### config.mk
export PLATFORM = sky130hd
export DESIGN_NAME = instr_sequencer_flat
export DESIGN_NICKNAME = d
export VERILOG_FILES = /design/src/rtl/instr_sequencer_if.sv /design/src/rtl/instr_sequencer.sv /design/src/flat_wrapper.sv
export SDC_FILE = /design/constraint.sdc
export NUM_CORES = 1
export LEC_CHECK = 0
export CORE_MARGIN = 4
export CORE_UTILIZATION = 41
export DETAILED_ROUTE_END_ITERATION = 7
export PLACE_DENSITY = 0.85
export SLEW_MARGIN = 20
export SYNTH_ARGS = -nofsm -noshare
export SYNTH_HDL_FRONTEND = slang
export SYNTH_SLANG_ARGS = --single-unit
### constraint.sdc
create_clock -name clk -period 1.9 [get_ports clk]
set_input_delay 0.38 -clock clk [delete_from_list [all_inputs] [get_ports clk]]
set_output_delay 0.38 -clock clk [all_outputs]
set_load 0.02 [all_outputs]
### src/rtl/instr_sequencer_if.sv
// Fetch/timing bus between the instruction sequencer and its memory/control neighbours.
// master: the sequencer itself; slave: memory and control logic driving it.
interface instr_sequencer_if #(
  parameter int IR_W = 16,
  parameter int SC_W = 4
);
  logic [IR_W-1:0]        mem_data;
  logic                   mem_ready;
  logic                   sc_clr;
  logic                   mem_rd;
  logic [2:0]             cdp;
  logic                   i_bit;
  logic [IR_W-5:0]        addr;
  logic [(1<<SC_W)-1:0]   t;
  logic                   seq_err;
  logic                   halted;

  modport master (
    input  mem_data, mem_ready, sc_clr,
    output mem_rd, cdp, i_bit, addr, t, seq_err, halted
  );

  modport slave (
    output mem_data, mem_ready, sc_clr,
    input  mem_rd, cdp, i_bit, addr, t, seq_err, halted
  );
endinterface

### src/rtl/instr_sequencer.sv
// Instruction register plus sequence counter with one-hot T0..T15 timing; stalls T1 until memory is ready.
// Optional halt detection on HLT (16'h7001) when HALT_DETECT_EN is defined.
module instr_sequencer #(
  parameter int IR_W = 16,
  parameter int SC_W = 4
) (
  input logic               clk,
  input logic               rst,
  instr_sequencer_if.master bus
);

  localparam int T_W = 1 << SC_W;
  localparam logic [SC_W-1:0] SC_ZERO  = '0;
  localparam logic [SC_W-1:0] SC_FETCH = SC_W'(1);
  localparam logic [SC_W-1:0] SC_LAST  = {SC_W{1'b1}};
  localparam logic [SC_W-1:0] SC_ONE   = SC_W'(1);
  localparam logic [T_W-1:0]  T_ONE    = T_W'(1);

  logic [IR_W-1:0] ir_q, ir_d;
  logic [SC_W-1:0] sc_q, sc_d;
  logic            seq_err_q, seq_err_d;
  logic            stall;
  logic            ir_load;
  logic            sc_freeze;

`ifdef HALT_DETECT_EN
  localparam logic [SC_W-1:0] SC_EXEC  = SC_W'(3);
  localparam logic [IR_W-1:0] HLT_INSTR = IR_W'(16'h7001);

  logic halted_q, halted_d;
  logic halt_hit;

  // The halting edge itself must also freeze SC so t stays at T3.
  always_comb begin
    halt_hit  = (ir_q == HLT_INSTR) && (sc_q == SC_EXEC) && !bus.sc_clr;
    sc_freeze = halted_q || halt_hit;
    halted_d  = halted_q || halt_hit;
  end
`else
  always_comb begin
    sc_freeze = 1'b0;
  end
`endif

  always_comb begin
    stall   = (sc_q == SC_FETCH) && !bus.mem_ready;
    ir_load = (sc_q == SC_FETCH) && bus.mem_ready && !bus.sc_clr;
`ifdef HALT_DETECT_EN
    ir_load = ir_load && !halted_q;
`endif
  end

  always_comb begin
    ir_d      = ir_q;
    sc_d      = sc_q;
    seq_err_d = seq_err_q;

    if (ir_load) begin
      ir_d = bus.mem_data;
    end

    // sc_clr outranks halt and stall; a wrap without it is a sequencing fault.
    if (bus.sc_clr) begin
      sc_d = SC_ZERO;
    end else if (sc_freeze) begin
      sc_d = sc_q;
    end else if (stall) begin
      sc_d = sc_q;
    end else if (sc_q == SC_LAST) begin
      sc_d      = SC_ZERO;
      seq_err_d = 1'b1;
    end else begin
      sc_d = sc_q + SC_ONE;
    end
  end

  always_ff @(posedge clk) begin
    if (rst) begin
      ir_q      <= '0;
      sc_q      <= SC_ZERO;
      seq_err_q <= 1'b0;
    end else begin
      ir_q      <= ir_d;
      sc_q      <= sc_d;
      seq_err_q <= seq_err_d;
    end
  end

`ifdef HALT_DETECT_EN
  always_ff @(posedge clk) begin
    if (rst) begin
      halted_q <= 1'b0;
    end else begin
      halted_q <= halted_d;
    end
  end

  assign bus.halted = halted_q;
  assign bus.mem_rd = (sc_q == SC_FETCH) && !halted_q;
`else
  assign bus.halted = 1'b0;
  assign bus.mem_rd = (sc_q == SC_FETCH);
`endif

  assign bus.cdp     = ir_q[IR_W-2:IR_W-4];
  assign bus.i_bit   = ir_q[IR_W-1];
  assign bus.addr    = ir_q[IR_W-5:0];
  assign bus.t       = T_ONE << sc_q;
  assign bus.seq_err = seq_err_q;

endmodule

### src/flat_wrapper.sv
// flat-port wrapper written by rule: the top's interface ports become plain ports
module instr_sequencer_flat 
#(
  parameter int IR_W = 16,
  parameter int SC_W = 4
)
  (clk, rst, bus_mem_data, bus_mem_ready, bus_sc_clr, bus_mem_rd, bus_cdp, bus_i_bit, bus_addr, bus_t, bus_seq_err, bus_halted);
  instr_sequencer_if #(.IR_W(IR_W), .SC_W(SC_W)) bus_i ();
  input logic clk;
  input logic rst;
  input wire logic [$bits(bus_i.mem_data)-1:0] bus_mem_data;
  input wire logic [$bits(bus_i.mem_ready)-1:0] bus_mem_ready;
  input wire logic [$bits(bus_i.sc_clr)-1:0] bus_sc_clr;
  output wire logic [$bits(bus_i.mem_rd)-1:0] bus_mem_rd;
  output wire logic [$bits(bus_i.cdp)-1:0] bus_cdp;
  output wire logic [$bits(bus_i.i_bit)-1:0] bus_i_bit;
  output wire logic [$bits(bus_i.addr)-1:0] bus_addr;
  output wire logic [$bits(bus_i.t)-1:0] bus_t;
  output wire logic [$bits(bus_i.seq_err)-1:0] bus_seq_err;
  output wire logic [$bits(bus_i.halted)-1:0] bus_halted;
  assign bus_i.mem_data = bus_mem_data;
  assign bus_i.mem_ready = bus_mem_ready;
  assign bus_i.sc_clr = bus_sc_clr;
  assign bus_mem_rd = bus_i.mem_rd;
  assign bus_cdp = bus_i.cdp;
  assign bus_i_bit = bus_i.i_bit;
  assign bus_addr = bus_i.addr;
  assign bus_t = bus_i.t;
  assign bus_seq_err = bus_i.seq_err;
  assign bus_halted = bus_i.halted;
  instr_sequencer #(.IR_W(IR_W), .SC_W(SC_W)) u_core (.clk(clk), .rst(rst), .bus(bus_i));
endmodule
==> results.md <==
* Outcome: finished, final reports clean
* Clock slew at reported path FFs at 0.11 ns
* GP Congestion at 0.841
* Crit path launch type: flop
* Avg WL per Cell at 13.1 µm
* Top sig layer: met4
* Placeable Area at 2760 µm²
* Later-pin clock latency in the skew report at approximately 0.31 ns
* CP max FO at 7
* Routed met1 length at 1080 µm
* H-tree depth at 1
* CP peak stage delay at 0.38 ns
* Register bit total from synthesis at 21
* I/O Buffers at between 50 and 60
* CTS hold repair buffers at 0
* WL met2 at 1560 µm
* # DRC at 0
* Layout fillers at 244
* Vias in the first global route at 990
* Largest net degree at the start of global routing at 17
* Pwr/cell area at about 470 nW/µm²
* Maximum clock insertion buffer count at 2
* CTS buffer count at 3
* Post-CTS Resized at 28
* CTS tree: built
* Antenna violations before repair at 0
* Final Cell Area at 1740 µm²
* Required time worst endpoint at 1.52 ns
* Combinational power share at 18.3%
* Synth unique cells at 28
* Syn_nets at 150
* Initial Util at a little over two fifths
* Crit. End Element: output port
* Synth-to-Final Area Change at 45.8%
* Post-layout minimum cycle time at 1.83 ns
* Slew Limit Fails at 0
* Met3 wire len at 113 µm
* Via density at roughly 4.8
* Dpl cell area at about 1700 µm²
* Fin crit share at 96.1%
* Clk pwr share at 26.5%
* Routed Wire Length at 2770 µm
* MaxCap Viol Count at 0
* Leak pwr at between 0.7 and 0.8 nW
* Clk sink count at 21
* Grt total ovfl at 0
* Clock Skews at 0.00293 ns
* Number of flops mapped to enable cells by yosys at 0
* Worst-path cell chain: inv_1 -> ha_2 -> and2_2 -> dlygate4sd2_1
* Post-synthesis sequential area ratio at 35.2%
* Buf/Inv on CP at 2
* Net count reported at finish at 207
* Final Hold Viols at 0
* Final setup fails at 0
* Cell Area, Synth at 1190 µm²
* DR iter-0 viols at 16
* Share of layout cells above drive strength 1 at between 10% and 20%
* Root Buffer Master: clkbuf_4
* I/O Pins at 55
* First-pass GRT wire length at 4200 µm
* Gr usage total at 14.2%
* Setup bufs post-CTS at 0
* Power Internal at 619 µW
* Syn. warnings at 0
* DRT Pass-1 Iters at 4
* Sw power at between 200 and 250 µW
* Diodes inserted at 0
* RSZ-0062 raised after global routing: no
* Chip width at 62.0 µm
* Sw frac at 25.0%
* DIE AREA at 3840 µm²
* Critical path's top delay family: flip-flops
* Most used DFF post-synth: dfxtp_1
* CP max stage cell: dfxtp_1
* Synth Instances at approximately 120
* Height of the die at 62.0 µm
* Seq pwr share at 55.2%
* Peak supply drop at 671 µV
* Routed via count at around 1,000
* Site Rows at 19
* Post-route total power at 824 µW
* Synth async-reset ratio at 0%
* Post-DP HPWL at approximately 2200 µm
* Final ANT Viol Nets at 0
* Type of the worst min-delay path: reg2reg
* CP arrival at 1.45 ns
* Crit Path Class: reg2out
* Fmax at 547 MHz
* Avg Inst Size Synth at between 9 and 10 µm²
-- layout by cell type, fill, tap and decap left out, types with 2 or more instances in the layout --
master / Yosys / layout
dfxtp_1: 21 / 18
nor2_1: 3 / 3
clkdlybuf4s50_1: 0 / 36
nand2b_1: 32 / 32
and3_1: 3 / 3
buf_2: 1 / 2
clkbuf_4: 0 / 3
clkbuf_2: 0 / 5
nor2b_1: 2 / 2
and2_1: 8 / 8
clkdlybuf4s15_1: 0 / 5
dlygate4sd2_1: 0 / 5
mux2i_1: 16 / 16
nand3_1: 3 / 3
and2_2: 4 / 4
ha_1: 6 / 4
ha_2: 0 / 2
nor4_1: 2 / 2
dfxtp_2: 0 / 2
buf_4: 1 / 8
inv_1: 4 / 4
-- flip-flops by register name (all words and copies together), names as in the netlist --
name	flops
u_core.sc_q	4
u_core.ir_q	16
u_core.bus.seq_err	1
-- stage by stage --
| step | utilization [%] | setup TNS, ns | hold slack [ns] | setup WS, ns | instances |
|---|---|---|---|---|---|
| 3_5_place_dp | 63.2 | -0.105 | 0.465 | -0.0608 | 207 |
| 5_1_grt | 63.1 | 0 | 0.511 | 0.00374 | 211 |
| 6_report | 63.1 | 0 | 0.479 | 0.0732 | 211 |
| 4_1_cts | 64.0 | 0 | 0.481 | 0.0120 | 211 |
| 3_3_place_gp | 63.2 | 0 | 0.457 | 0.0229 | 207 |
| 2_1_floorplan | - | 0 | 0.459 | 0.430 | 124 |
-- kinds of logic (layout without fill, tap and decap cells) --
| logic type | after synthesis | count (layout) | share of synthesized area (%) |
|---|---|---|---|
| buffers and inverters | 13 | 69 | 7.86 |
| adders and majority gates | 6 | 6 | 6.29 |
| DFF | 21 | 21 | 35.2 |
| xor gates and xnor gates | 1 | 1 | 0.734 |
| other | 1 | 1 | 0.314 |
| muxes | 16 | 16 | 13.4 |
| AOI/OAI and AO/OA | 4 | 4 | 2.62 |
| and+or+nand+nor | 62 | 62 | 33.5 |
-- cell type report --
type                       instances  area [µm²]  area share (%)
timing repair buffer              61         549            31.6
tap                               31        38.8            2.23
clock buffer                       4        26.3            1.51
inverter                           4        15.0           0.863
multi-input combinational         90         684            39.3
sequential                        21         427            24.5
-- final timing paths --
path | from | to | slack (ns) | cells after the start
worst max-delay path | u_core.sc_q[1] | bus_t[1] | 0.07 | 4
worst min-delay path | u_core.ir_q[7] | u_core.ir_q[7] | 0.48 | 2
worst max register to register | u_core.sc_q[1] | u_core.sc_q[0] | 0.46 | 5
worst min register to register | u_core.ir_q[7] | u_core.ir_q[7] | 0.48 | 2
-- Yosys cell counts (2+ instances only) --
cell	number	area (µm²)
and2_1	8	50.1
and2_2	4	30.0
and3_1	3	18.8
buf_12	2	40.0
clkbuf_1	4	15.0
dfxtp_1	21	420
ha_1	6	75.1
inv_1	4	15.0
mux2i_1	16	160
nand2b_1	32	200
nand3_1	3	15.0
nor2_1	3	11.3
nor2b_1	2	12.5
nor4_1	2	12.5
-- power by group through the flow --
stage / Combinational [mW] / Sequential (mW) / Clock, mW
after floorplan: 0.0719 / 0.473 / 0
after global placement: 0.151 / 0.465 / 0
after detailed placement: 0.155 / 0.465 / 0
after CTS: 0.152 / 0.456 / 0.224
after global routing: 0.163 / 0.457 / 0.241
final: 0.151 / 0.455 / 0.218
-- per-layer routing --
metal / global-route usage, % / vias up
li1: - / 517
met1: 16.3 / 472
met2: 26.8 / 19
met3: 3.31 / 3
met4: 2.73 / 0
met5: 0 / -
-- worst reg2reg max path, delay by kind of cell (launching register included) --
family	cells	cell delay (ns)
flip-flops	1	0.35
buffers and inverters	1	0.08
AO/OA/AOI/OAI	2	0.29
adder cells (fa/ha/maj)	1	0.22
AND/OR/NAND/NOR	1	0.40
Power figures use the tool's default switching activity.
